$ cat src/rtl/ta_seq_pkg.sv
`default_nettype none
// ============================================================================
//  Module      : ta_seq_pkg
//  Description : Shared state and fault encodings for the TA enable sequencer.
//  Revision    : 1.0 - initial release
// ============================================================================
package ta_seq_pkg;

  localparam int DAC_W = 16;

  typedef logic [2:0] state_t;
  localparam state_t ST_IDLE      = 3'd0;
  localparam state_t ST_PWR_WAIT  = 3'd1;
  localparam state_t ST_RAMP_UP   = 3'd2;
  localparam state_t ST_RUN       = 3'd3;
  localparam state_t ST_RAMP_DOWN = 3'd4;
  localparam state_t ST_FAULT     = 3'd5;

  typedef logic [2:0] fault_t;
  localparam fault_t FLT_NONE       = 3'd0;
  localparam fault_t FLT_PG_TIMEOUT = 3'd1;
  localparam fault_t FLT_PG_LOST    = 3'd2;
  localparam fault_t FLT_EE         = 3'd3;
  localparam fault_t FLT_OPT        = 3'd4;
  localparam fault_t FLT_OC         = 3'd5;
  localparam fault_t FLT_WDOG       = 3'd6;

  // Highest-priority active cause; watchdog ranks below everything else.
  function automatic fault_t fault_pick(input logic oc, input logic opt, input logic ee,
                                        input logic pg_lost, input logic pg_to,
                                        input logic wdog);
    fault_t f;
    f = FLT_NONE;
    if (oc)           f = FLT_OC;
    else if (opt)     f = FLT_OPT;
    else if (ee)      f = FLT_EE;
    else if (pg_lost) f = FLT_PG_LOST;
    else if (pg_to)   f = FLT_PG_TIMEOUT;
    else if (wdog)    f = FLT_WDOG;
    return f;
  endfunction

endpackage
`default_nettype wire

$ cat src/rtl/ta_ramp_stepper.sv
`default_nettype none
// ============================================================================
//  Module      : ta_ramp_stepper
//  Description : Step timer and saturating DAC-code stepping toward a limit,
//                with a held step when the DAC write path is busy.
//  Revision    : 1.0 - initial release
// ============================================================================
module ta_ramp_stepper
  import ta_seq_pkg::*;
#(
  parameter int RAMP_DIV  = 2500,
  parameter int RAMP_STEP = 64
) (
  input  logic             clk,
  input  logic             rstn,
  input  logic             en_i,
  input  logic             dir_up_i,
  input  logic [DAC_W-1:0] cur_code_i,
  input  logic [DAC_W-1:0] limit_i,
  input  logic             dac_ready_i,
  output logic             step_done_o,
  output logic [DAC_W-1:0] step_code_o,
  output logic             at_limit_o
);

  localparam int TW = $clog2(RAMP_DIV);

  logic [TW-1:0]    timer_q, timer_d;
  logic             w_expired;
  logic [DAC_W:0]   w_sum;
  logic [DAC_W:0]   w_floor_plus;

  assign w_expired    = (timer_q == TW'(RAMP_DIV - 1));
  assign step_done_o  = en_i && w_expired && dac_ready_i;
  assign at_limit_o   = (cur_code_i == limit_i);
  assign w_sum        = {1'b0, cur_code_i} + (DAC_W+1)'(RAMP_STEP);
  assign w_floor_plus = {1'b0, limit_i} + (DAC_W+1)'(RAMP_STEP);

  // An expired timer parks at its terminal count until the DAC accepts.
  always_comb begin
    timer_d = timer_q;
    if (!en_i)              timer_d = '0;
    else if (!w_expired)    timer_d = timer_q + 1'b1;
    else if (dac_ready_i)   timer_d = '0;
  end

  always_comb begin
    step_code_o = limit_i;
    if (dir_up_i) begin
      if (w_sum < {1'b0, limit_i}) step_code_o = w_sum[DAC_W-1:0];
    end else begin
      if ({1'b0, cur_code_i} > w_floor_plus) step_code_o = cur_code_i - DAC_W'(RAMP_STEP);
    end
  end

  always_ff @(posedge clk or negedge rstn) begin
    if (!rstn) timer_q <= '0;
    else       timer_q <= timer_d;
  end

endmodule
`default_nettype wire

$ cat src/rtl/ta_enable_sequencer.sv
`default_nettype none
// ============================================================================
//  Module      : ta_enable_sequencer
//  Description : TA laser-driver bring-up/shutdown sequencer with power-good
//                qualification, DAC ramping and latched safety faults.
//                Optional keepalive watchdog: define TA_SEQ_WATCHDOG_EN.
//  Revision    : 1.0 - initial release
// ============================================================================
module ta_enable_sequencer
  import ta_seq_pkg::*;
#(
  parameter int RAMP_DIV    = 2500,
  parameter int RAMP_STEP   = 64,
  parameter int PG_DEBOUNCE = 25,
  parameter int PG_TIMEOUT  = 250000
`ifdef TA_SEQ_WATCHDOG_EN
  ,parameter int WDOG_LIMIT = 25000000
`endif
) (
  input  logic             clk,
  input  logic             rstn,
  input  logic             enable,
  input  logic [DAC_W-1:0] target_current,
  input  logic             fault_clear,
  input  logic             pos_pwr_good,
  input  logic             neg_pwr_good,
  input  logic             ee_shutdown,
  input  logic             opt_shutdown,
  input  logic             over_current,
  input  logic             dac_ready,
`ifdef TA_SEQ_WATCHDOG_EN
  input  logic             keepalive,
`endif
  output logic [DAC_W-1:0] dac_code,
  output logic             dac_update,
  output logic             laser_disable,
  output logic [2:0]       seq_state,
  output logic [2:0]       fault_code,
  output logic             ramp_busy
);

  localparam int DBW = $clog2(PG_DEBOUNCE + 1);
  localparam int TOW = $clog2(PG_TIMEOUT + 1);

  state_t           state_q, state_d;
  logic [DAC_W-1:0] dac_code_q, dac_code_d;
  logic             dac_update_q, dac_update_d;
  logic             laser_disable_q, laser_disable_d;
  fault_t           fault_code_q, fault_code_d;
  logic             ramp_busy_q, ramp_busy_d;
  logic [DBW-1:0]   db_q, db_d;
  logic [TOW-1:0]   to_q, to_d;
  logic             fpend_q, fpend_d;

  logic             w_pg_ok, w_driving, w_ramping, w_flt_hit, w_wdog_trip, w_commit;
  logic             w_step_done, w_at_limit;
  logic [DAC_W-1:0] w_step_code, w_limit;
  fault_t           w_cause;

  assign w_pg_ok   = pos_pwr_good && neg_pwr_good;
  assign w_driving = (state_q == ST_RAMP_UP) || (state_q == ST_RUN) || (state_q == ST_RAMP_DOWN);
  assign w_ramping = (state_q == ST_RAMP_UP) || (state_q == ST_RAMP_DOWN);
  assign w_cause   = fault_pick(over_current, opt_shutdown, ee_shutdown,
                                w_driving && !w_pg_ok,
                                (state_q == ST_PWR_WAIT) && (to_q == TOW'(PG_TIMEOUT - 1)),
                                w_wdog_trip);
  assign w_flt_hit = (w_driving || (state_q == ST_PWR_WAIT)) && (w_cause != FLT_NONE);
  // Ramping down toward zero once enable drops, otherwise toward the target.
  assign w_limit   = ((state_q == ST_RAMP_UP) || enable) ? target_current : '0;
  assign w_commit  = w_step_done && (state_d == state_q);

`ifdef TA_SEQ_WATCHDOG_EN
  localparam int WDW = $clog2(WDOG_LIMIT + 1);
  logic [WDW-1:0] wd_q, wd_d;

  assign w_wdog_trip = w_driving && !keepalive && (wd_q == WDW'(WDOG_LIMIT - 1));

  always_comb begin
    wd_d = '0;
    if (w_driving && !keepalive) wd_d = wd_q + 1'b1;
  end

  always_ff @(posedge clk or negedge rstn) begin
    if (!rstn) wd_q <= '0;
    else       wd_q <= wd_d;
  end
`else
  assign w_wdog_trip = 1'b0;
`endif

  ta_ramp_stepper #(
    .RAMP_DIV  (RAMP_DIV),
    .RAMP_STEP (RAMP_STEP)
  ) u_stepper (
    .clk         (clk),
    .rstn        (rstn),
    .en_i        (w_ramping && !w_at_limit),
    .dir_up_i    (state_q == ST_RAMP_UP),
    .cur_code_i  (dac_code_q),
    .limit_i     (w_limit),
    .dac_ready_i (dac_ready),
    .step_done_o (w_step_done),
    .step_code_o (w_step_code),
    .at_limit_o  (w_at_limit)
  );

  always_ff @(posedge clk or negedge rstn) begin
    if (!rstn) begin
      state_q         <= ST_IDLE;
      dac_code_q      <= '0;
      dac_update_q    <= 1'b0;
      laser_disable_q <= 1'b1;
      fault_code_q    <= FLT_NONE;
      ramp_busy_q     <= 1'b0;
      db_q            <= '0;
      to_q            <= '0;
      fpend_q         <= 1'b0;
    end else begin
      state_q         <= state_d;
      dac_code_q      <= dac_code_d;
      dac_update_q    <= dac_update_d;
      laser_disable_q <= laser_disable_d;
      fault_code_q    <= fault_code_d;
      ramp_busy_q     <= ramp_busy_d;
      db_q            <= db_d;
      to_q            <= to_d;
      fpend_q         <= fpend_d;
    end
  end

  always_comb begin
    state_d = state_q;
    if (w_flt_hit) begin
      state_d = ST_FAULT;
    end else begin
      case (state_q)
        ST_IDLE:      if (enable) state_d = ST_PWR_WAIT;
        ST_PWR_WAIT: begin
          if (!enable)                                         state_d = ST_IDLE;
          else if (w_pg_ok && (db_q == DBW'(PG_DEBOUNCE - 1))) state_d = ST_RAMP_UP;
        end
        ST_RAMP_UP: begin
          if (!enable || (target_current < dac_code_q)) state_d = ST_RAMP_DOWN;
          else if (w_at_limit)                          state_d = ST_RUN;
        end
        ST_RUN: begin
          if (!enable || (target_current < dac_code_q)) state_d = ST_RAMP_DOWN;
          else if (target_current > dac_code_q)         state_d = ST_RAMP_UP;
        end
        ST_RAMP_DOWN: begin
          if (w_at_limit) begin
            if (enable)         state_d = ST_RUN;
            else if (dac_ready) state_d = ST_IDLE;
          end else if (enable && (target_current > dac_code_q)) begin
            state_d = ST_RAMP_UP;
          end
        end
        ST_FAULT: begin
          // Power-goods are re-qualified in PWR_WAIT, so only the shutdown inputs gate the clear.
          if (fault_clear && !enable && !over_current && !opt_shutdown && !ee_shutdown && !fpend_q)
            state_d = ST_IDLE;
        end
        default:      state_d = ST_IDLE;
      endcase
    end
  end

  always_comb begin
    dac_code_d      = dac_code_q;
    dac_update_d    = 1'b0;
    fault_code_d    = fault_code_q;
    fpend_d         = fpend_q;
    laser_disable_d = !((state_d == ST_RAMP_UP) || (state_d == ST_RUN) || (state_d == ST_RAMP_DOWN));
    ramp_busy_d     = (state_d == ST_RAMP_UP) || (state_d == ST_RAMP_DOWN);
    db_d            = ((state_q == ST_PWR_WAIT) && (state_d == ST_PWR_WAIT) && w_pg_ok) ? db_q + 1'b1 : '0;
    to_d            = ((state_q == ST_PWR_WAIT) && (state_d == ST_PWR_WAIT)) ? to_q + 1'b1 : '0;
    if (w_flt_hit) begin
      dac_code_d   = '0;
      fault_code_d = w_cause;
      // The DAC has never been written before RAMP_UP, so a PWR_WAIT fault needs no zero write.
      if (w_driving) begin
        if (dac_ready) dac_update_d = 1'b1;
        else           fpend_d      = 1'b1;
      end
    end else if (w_commit) begin
      dac_code_d   = w_step_code;
      dac_update_d = 1'b1;
    end else if (state_q == ST_FAULT) begin
      if (fpend_q && dac_ready) begin
        dac_update_d = 1'b1;
        fpend_d      = 1'b0;
      end
      if (state_d == ST_IDLE) fault_code_d = FLT_NONE;
    end else if (state_d == ST_IDLE) begin
      dac_code_d = '0;
    end
  end

  assign dac_code      = dac_code_q;
  assign dac_update    = dac_update_q;
  assign laser_disable = laser_disable_q;
  assign seq_state     = state_q;
  assign fault_code    = fault_code_q;
  assign ramp_busy     = ramp_busy_q;

endmodule
`default_nettype wire
$ cat config.mk
export PLATFORM = sky130hd
export DESIGN_NAME = ta_enable_sequencer
export DESIGN_NICKNAME = d
export VERILOG_FILES = /design/src/rtl/ta_seq_pkg.sv /design/src/rtl/ta_ramp_stepper.sv /design/src/rtl/ta_enable_sequencer.sv
export SDC_FILE = /design/constraint.sdc
export NUM_CORES = 1
export LEC_CHECK = 0
export CORE_MARGIN = 4
export CORE_UTILIZATION = 53
export DETAILED_ROUTE_END_ITERATION = 7
export PLACE_DENSITY = 0.87
export SYNTH_ARGS = -nofsm -noshare
export SYNTH_HDL_FRONTEND = slang
export SYNTH_SLANG_ARGS = --single-unit
$ cat constraint.sdc
create_clock -name clk -period 4.4 [get_ports clk]
set_input_delay 0.66 -clock clk [delete_from_list [all_inputs] [get_ports clk]]
set_output_delay 0.66 -clock clk [all_outputs]
set_load 0.05 [all_outputs]
==> results of run 1 <==
[cell families (layout without fill, tap and decap cells)]
logic type | Yosys count | in the layout | share of synthesized area (%)
flip-flops | 61 | 61 | 28.3
AO/OA/AOI/OAI | 136 | 136 | 19.2
adder cells (fa/ha/maj) | 49 | 49 | 11.4
XOR/XNOR | 50 | 50 | 8.12
multiplexers | 4 | 4 | 0.743
buffers and inverters | 66 | 140 | 6.03
AND/OR/NAND/NOR | 282 | 282 | 26.2
[sequential cells by signal, indices dropped and copies added, names as in the netlist, 3 cells and up]
name / count
u_stepper.timer_q: 12
db_q: 5
fault_code: 3
dac_code: 16
seq_state: 3
to_q: 18
[metrics by stage]
stage / cells / hold slack [ns] / cell area [sq um] / TNS [ns] / utilization [%]
2_1_floorplan: 648 / 0.364 / 5410 / 0 / -
3_3_place_gp: 838 / 0.456 / 6140 / 0 / 62.6
3_5_place_dp: 838 / 0.467 / 6140 / -0.820 / 62.6
4_1_cts: 854 / 0.173 / 6340 / 0 / 64.6
5_1_grt: 855 / 0.177 / 6370 / -0.00349 / 64.9
6_report: 855 / 0.177 / 6370 / 0 / 64.9
[layout by cell type, fill, tap and decap left out, drive strengths merged, types with 3 or more instances in the layout]
master         instances
o21ai                 25
nand3b                 3
nor2                  55
inv                   36
nor3b                  3
nand2                 82
xnor2                 33
clkbuf                11
a221o                  4
o31ai                  7
nand2b                 7
clkinv                 6
o211ai                15
mux2i                  4
buf                   36
a211oi                 5
and2                   8
or2                    5
clkdlybuf4s50         49
nand4                 13
o32ai                 10
a21o                   5
o311ai                 9
ha                    49
nor4                  17
dfrtp                 60
and3                   9
nand3                 26
a31oi                  7
xor2                  17
and4b                  3
a31o                   4
nor3                  42
a21oi                 26
[routing by layer]
layer / GRT usage (%) / vias up
met5: 0 / -
met2: 45.4 / 311
met4: 11.8 / 0
met1: 38.0 / 2584
met3: 4.50 / 52
li1: - / 2509
[layout make-up]
cell class	count	area, sq um
Clock inverter	5	60.1
Clock buffer	11	141
Multi-Input combinational cell	521	3560
Sequential cell	61	1530
Tap cell	133	166
Inverter	39	146
Fill cell	859	3450
Timing Repair Buffer	85	758
[final timing paths]
check / end / slack [ns] / depth (start not counted)
setup / recovery: dac_code[9]$_DFFE_PN0P_ / 0.20 / 20
hold / removal: u_stepper.timer_q[11]$_DFFE_PN0P_ / 0.18 / 1
setup reg to reg: dac_code[9]$_DFFE_PN0P_ / 0.25 / 20
hold reg to reg: to_q[0]$_DFF_PN0_ / 0.48 / 1
max in group asynchronous: seq_state[2]$_DFF_PN0_ / 3.24 / 2
min in group clk: to_q[0]$_DFF_PN0_ / 0.48 / 1
[synth_stat cells, types with 3 or more instances]
cell type  instances
a211oi_1           4
a21o_1             5
a21oi_1           26
a221o_1            4
a31o_2             3
a31oi_1            7
and2_1             7
and3_1             9
and4b_1            3
buf_1              3
buf_2              5
buf_6              5
clkbuf_1          10
clkinv_1           3
dfrtp_1           60
ha_1              49
inv_1             35
mux2i_1            4
nand2_1           82
nand2b_1           7
nand3_1           26
nand3b_1           3
nand4_1           13
nor2_1            54
nor3_1            42
nor4_1            16
o211ai_1          14
o21ai_0           20
o21ai_1            4
o311ai_0           6
o311ai_1           3
o31ai_2            7
o32ai_1            7
o32ai_2            3
or2_2              4
xnor2_1           33
xor2_1            17
[power groups by stage]
stage / registers, mW / clock network, mW / logic, mW
6_report: 0.641 / 0.514 / 0.867
5_1_grt: 0.648 / 0.548 / 0.931
4_1_cts: 0.640 / 0.521 / 0.856
3_5_place_dp: 0.651 / 0 / 0.849
3_3_place_gp: 0.648 / 0 / 0.829
2_1_floorplan: 0.752 / 0 / 0.536
[repair_timing]
item	in CTS	in global routing
gates resized for setup	0	3
hold endpoints to repair	0	0
endpoints found under the setup margin	0	9
buffers inserted	0	1
[worst max-delay path, delay by kind of cell]
family	cells	cell delay [ns]
compound gates	7	1.54
buf+inv	4	0.87
simple gates	6	0.69
fa+ha+maj	2	0.50
xor+xnor	1	0.13
==> summary.md, run 1 <==
| Metric | Value |
|---|---|
| Status | `completed` |
| Initial drt markers | `631` |
| Top cell type by total area after synthesis | `dfrtp_1` |
| Tot GR Track Use | `28.3%` |
| Mapped Nets | `723` |
| Setup Crit Path Kind | `primary input to flip-flop` |
| Min-delay worst type | `primary input to async pin` |
| Detailed placer's ending HPWL | `12000 um` |
| Slew margin rel. | `35.5%` |
| Worst Setup SP | `enable` |
| # diodes | `0` |
| LEAKAGE | `2.66 nW` |
| Met2 routed WL | `7670 um` |
| Yosys reg bits | `61` |
| Syn Area/Cell | `8.32 sq um` |
| Worst skew pair latency | `0.35 ns` |
| CTS Buf Count | `9` |
| Req. time, crit path | `4.60 ns` |
| Total Power | `2.02 mW` |
| Layout cells sized above 1 | `12.3%` |
| PD cells | `317 nW/um^2` |
| I/O pins | `51` |
| Fin crit share | `95.5%` |
| DRC Markers | `0` |
| Die width | `109 um` |
| Largest net degree at the start of global routing | `51` |
| Slew Viols, Final | `0` |
| Clk pwr share | `25.4%` |
| Post-Syn Instances | `648` |
| Fin. Hold Viols | `0` |
| Max Cap Viol | `0` |
| Worst Slack Setup Final | `0.198 ns` |
| Top Layer Used | `met4` |
| CP Max Fanout | `8` |
| Logic pwr share | `42.9%` |
| Syn-to-layout area delta | `18.1%` |
| Number of clock sinks | `61` |
| M1 wire length | `6640 um` |
| Starting Density | `54.9%` |
| Nets | `792` |
| Max Freq | `238 MHz` |
| Vias/cell | `6.38` |
| # setup viols final | `0` |
| Buffers added on ports | `50` |
| WL met3 | `1390 um` |
| Synth unique cells | `74` |
| Routed vias | `5456` |
| Slowest CP cell | `clkdlybuf4s50_1` |
| Peak supply drop | `0.000342 V` |
| EDFF count, synth | `0` |
| Layout Skew | `0.0119 ns` |
| Grt total ovfl | `0` |
| Worst Setup Start Kind | `primary input` |
| Mapped cell area | `5390 sq um` |
| Worst Setup End Kind | `flip-flop` |
| Share of the synthesized area in the top cell type | `27.8%` |
| Flop pwr share | `31.7%` |
| GP Congestion | `0.992` |
| NetSw | `0.855 mW` |
| Main synth FF type | `dfrtp_1` |
| Pint | `1.17 mW` |
| DP Worst Slack | `-0.201 ns` |
| CTS Root Buffer Type | `clkbuf_8` |
| Top post-synthesis cells by area | `dfrtp_1 28%, ha_1 11%, nand2_1 5.7%, xnor2_1 5.4%, nor3_1 3.9%` |
| Critical-path cell list | `clkdlybuf4s50_1, inv_1, nand2_2, nand2_1, inv_1, ha_2, and4_1, o211ai_1, nor2_1, xnor2_1, nand2_1, ha_1, a21o_1, a2111oi_4, a21o_1, nor3_1, buf_4, a221o_1, a21oi_1, o32ai_1` |
| Row count | `36` |
| Wire per inst | `18.9 um` |
| Clock tree buffer depth | `2` |
| Asr flop ratio synth | `100%` |
| Reg clk slew, reported paths | `0.08 ns` |
| First-pass GRT wire length | `26800 um` |
| Worst-Margin Slew | `0.967 ns` |
| Sw Ratio | `42.3%` |
| YS warnings | `0` |
| CTS tree | `done` |
| Post-synthesis sequential area ratio | `28.3%` |
| First-pass iteration count of the detailed router | `5` |
| Antenna violations before repair | `0` |
| Worst R2R Start | `seq_state[1]$_DFF_PN0_` |
| Slowest cell delay on critical path | `0.52 ns` |
| Total Wirelength | `16200 um` |
| Die area | `11900 sq um` |
| CTS Hold Bufs | `0` |
| Vias in the first global route | `5409` |
| Worst Path Arrival | `4.40 ns` |
| CTS H-tree depth | `3` |
| Core Area | `9820 sq um` |
| Period minus WS final | `4.20 ns` |
| Die H | `109 um` |
| Antenna-violating nets left | `0` |
No activity file was read; power rests on OpenSTA's default activity.
==> inputs of run 2 (changes only) <==
CORE_UTILIZATION = 63   (was 53)
MAX_ROUTING_LAYER = met4   (was default)
PLACE_DENSITY = 0.95   (was 0.87)
clock period = 5.16 ns   (was 4.4 ns; I/O delays follow)
==> summary.md, run 2 (synthesized netlist as in run 1, its figures left out) <==
| Metric | Value |
|---|---|
| Status | `completed (unchanged)` |
| Setup Crit Path Kind | `flip-flop to flip-flop (was primary input to flip-flop)` |
| Fin crit share | `90.6%` |
| Routed vias | `5420 (was 5456)` |
| Number of clock sinks | `61 (unchanged)` |
| Slew margin rel. | `38.3% (was 35.5%)` |
| Worst Slack Setup Final | `0.487 ns (was 0.198 ns)` |
| Starting Density | `65.3% (was 54.9%)` |
| # diodes | `0 (unchanged)` |
| GP Congestion | `1.00 (was 0.992)` |
| Worst Setup Start Kind | `flip-flop (was primary input)` |
| Layout Skew | `0.0134 ns (was 0.0119 ns)` |
| I/O pins | `51 (unchanged)` |
| Setup TNS | `0 ns (unchanged)` |
| CTS tree | `done (unchanged)` |
| Slew Viols, Final | `0 (unchanged)` |
| Fin. Hold Viols | `0 (unchanged)` |
| # setup viols final | `0 (unchanged)` |
| Antenna-violating nets left | `0 (unchanged)` |
| Buffers added on ports | `50 (unchanged)` |
| Most frequent cells in the layout | `82 x nand2_1, 60 x dfrtp_1, 54 x nor2_1, 49 x ha_1, 49 x clkdlybuf4s50_1 (was 81 x nand2_1, 57 x dfrtp_1, 54 x nor2_1, 49 x clkdlybuf4s50_1, 48 x ha_1)` |
| Req. time, crit path | `5.38 ns (was 4.60 ns)` |
| CTS Root Buffer Type | `clkbuf_8 (unchanged)` |
| LEAKAGE | `2.60 nW (was 2.66 nW)` |
| Max Cap Viol | `0 (unchanged)` |
| Total Wirelength | `15900 um (was 16200 um)` |
| CTS H-tree depth | `3 (unchanged)` |
| CTS Buf Count | `9 (unchanged)` |
| Largest net degree at the start of global routing | `62 (was 51)` |
| Period minus WS final | `4.67 ns` |
| Die H | `101 um (was 109 um)` |
| Core Area | `8260 sq um (was 9820 sq um)` |
| Fill cells | `626 (was 859)` |
| Reg with most FFs | `to_q (unchanged)` |
| Detailed placer's ending HPWL | `11400 um (was 12000 um)` |
| Unrepaired setup endpoints after global routing | `no` |
| Row count | `33 (was 36)` |
| Vias in the first global route | `5440 (was 5409)` |
| CTS Hold Bufs | `0 (unchanged)` |
| Worst Setup End Kind | `flip-flop (unchanged)` |
| Max Freq | `214 MHz` |
| Commonest non-fill, non-tap cell in the layout | `nand2_1 (unchanged)` |
| Worst-Margin Slew | `0.925 ns (was 0.967 ns)` |
| Post-Layout Inst Area | `6200 sq um (was 6370 sq um)` |
| DP Worst Slack | `0.166 ns (was -0.201 ns)` |
| Nets | `773 (was 792)` |
| DRC Markers | `0 (unchanged)` |
| Min-delay worst type | `flip-flop to flip-flop (was primary input to async pin)` |
| Layout cells sized above 1 | `9.10% (was 12.3%)` |
| Placement Cell Area | `5960 sq um (was 6140 sq um)` |
| CP Max Fanout | `12 (was 8)` |
| Max reg flops | `18 (unchanged)` |
| CTS-repair resized insts | `0 (unchanged)` |
| Initial drt markers | `650 (was 631)` |
| Vias/cell | `6.71 (was 6.38)` |
| Die area | `10100 sq um (was 11900 sq um)` |
| Worst skew pair latency | `0.37 ns (was 0.35 ns)` |
| First-pass iteration count of the detailed router | `5 (unchanged)` |
| Total Power | `1.81 mW (was 2.02 mW)` |
| Antenna violations before repair | `0 (unchanged)` |
| Final core occ | `75.1% (was 64.9%)` |
| Wire per inst | `19.7 um (was 18.9 um)` |
| Syn-to-layout area delta | `15.1% (was 18.1%)` |
| Tot GR Track Use | `33.5% (was 28.3%)` |
| Peak supply drop | `0.000432 V (was 0.000342 V)` |
| Setup bufs post-CTS | `0 (unchanged)` |
| Clock tree buffer depth | `2 (unchanged)` |
| Grt total ovfl | `0 (unchanged)` |
| PD cells | `292 nW/um^2 (was 317 nW/um^2)` |
| Worst Path Arrival | `4.89 ns (was 4.40 ns)` |
| Reg clk slew, reported paths | `0.08 ns (about the same)` |
| First-pass GRT wire length | `26300 um (was 26800 um)` |
| Die width | `101 um (was 109 um)` |
[run 2: cell types whose count changed in the layout (fill, tap and decap cells not counted), moves of 2 or more]
cell	before	now
buf_4	35	16
dfrtp_2	3	0
bufinv_16	1	3
dfrtp_1	57	60
[run 2: power breakdown]
part,switching [mW],total (mW),internal (mW)
combinational,0.489,0.714,0.224
sequential,0.0388,0.555,0.517
clock,0.218,0.541,0.323
total,0.746,1.81,1.06
[run 2: routing by layer]
metal	global-route usage [%]	part of all wire, %	routed length, um	vias to the layer above
li1	-	-	-	2473
met1	42.4	39	6170	2511
met2	52.3	48	7550	357
met3	5.88	10	1580	79
met4	15.4	3.7	593	0
met5	-	0	0	-
[run 2: layout make-up]
cell class                      instances  area [sq um]  area share, %
Sequential cell                        61          1530           24.6
Tap cell                              105           131           2.12
Multi-Input combinational cell        521          3540           57.0
Clock buffer                            9           124           2.00
Inverter                               39           146           2.36
Clock inverter                          7           121           1.96
Timing Repair Buffer                   66           616           9.92
[run 2: worst paths after layout]
check | startpoint | end | slack, ns | cells past startpoint
setup / recovery | seq_state[2]$_DFF_PN0_ | dac_code[9]$_DFFE_PN0P_ | 0.49 | 20
hold / removal | to_q[0]$_DFF_PN0_ | to_q[0]$_DFF_PN0_ | 0.48 | 1
setup reg to reg | seq_state[2]$_DFF_PN0_ | dac_code[9]$_DFFE_PN0P_ | 0.49 | 20
hold reg to reg | to_q[0]$_DFF_PN0_ | to_q[0]$_DFF_PN0_ | 0.48 | 1
max in group asynchronous | rstn | dac_update$_DFF_PN0_ | 4.08 | 2
min in group asynchronous | rstn | to_q[2]$_DFF_PN0_ | 0.57 | 2
[run 2: stage by stage]
stage | instances | hold slack, ns
global placement | 792 | 0.456
global route | 808 | 0.497
CTS | 808 | 0.476
detailed placement | 792 | 0.466
floorplan | 648 | 0.444
finish | 808 | 0.481
[run 2: critical path, stage by stage (launching register included)]
cell and delay [ns]:
dfrtp_1 0.56, nor2b_1 0.30, nand2_1 0.14, nand2_1 0.17, nand2_1 0.12, inv_1 0.10, ha_1 0.21, and4_1 0.20
o211ai_1 0.15, nor2_1 0.17, xnor2_1 0.13, nand2_1 0.07, ha_1 0.28, a21o_1 0.19, a2111oi_0 0.60, a21o_1 0.25
nor3_1 0.05, buf_4 0.20, a221o_1 0.36, a21oi_1 0.16, o32ai_1 0.10
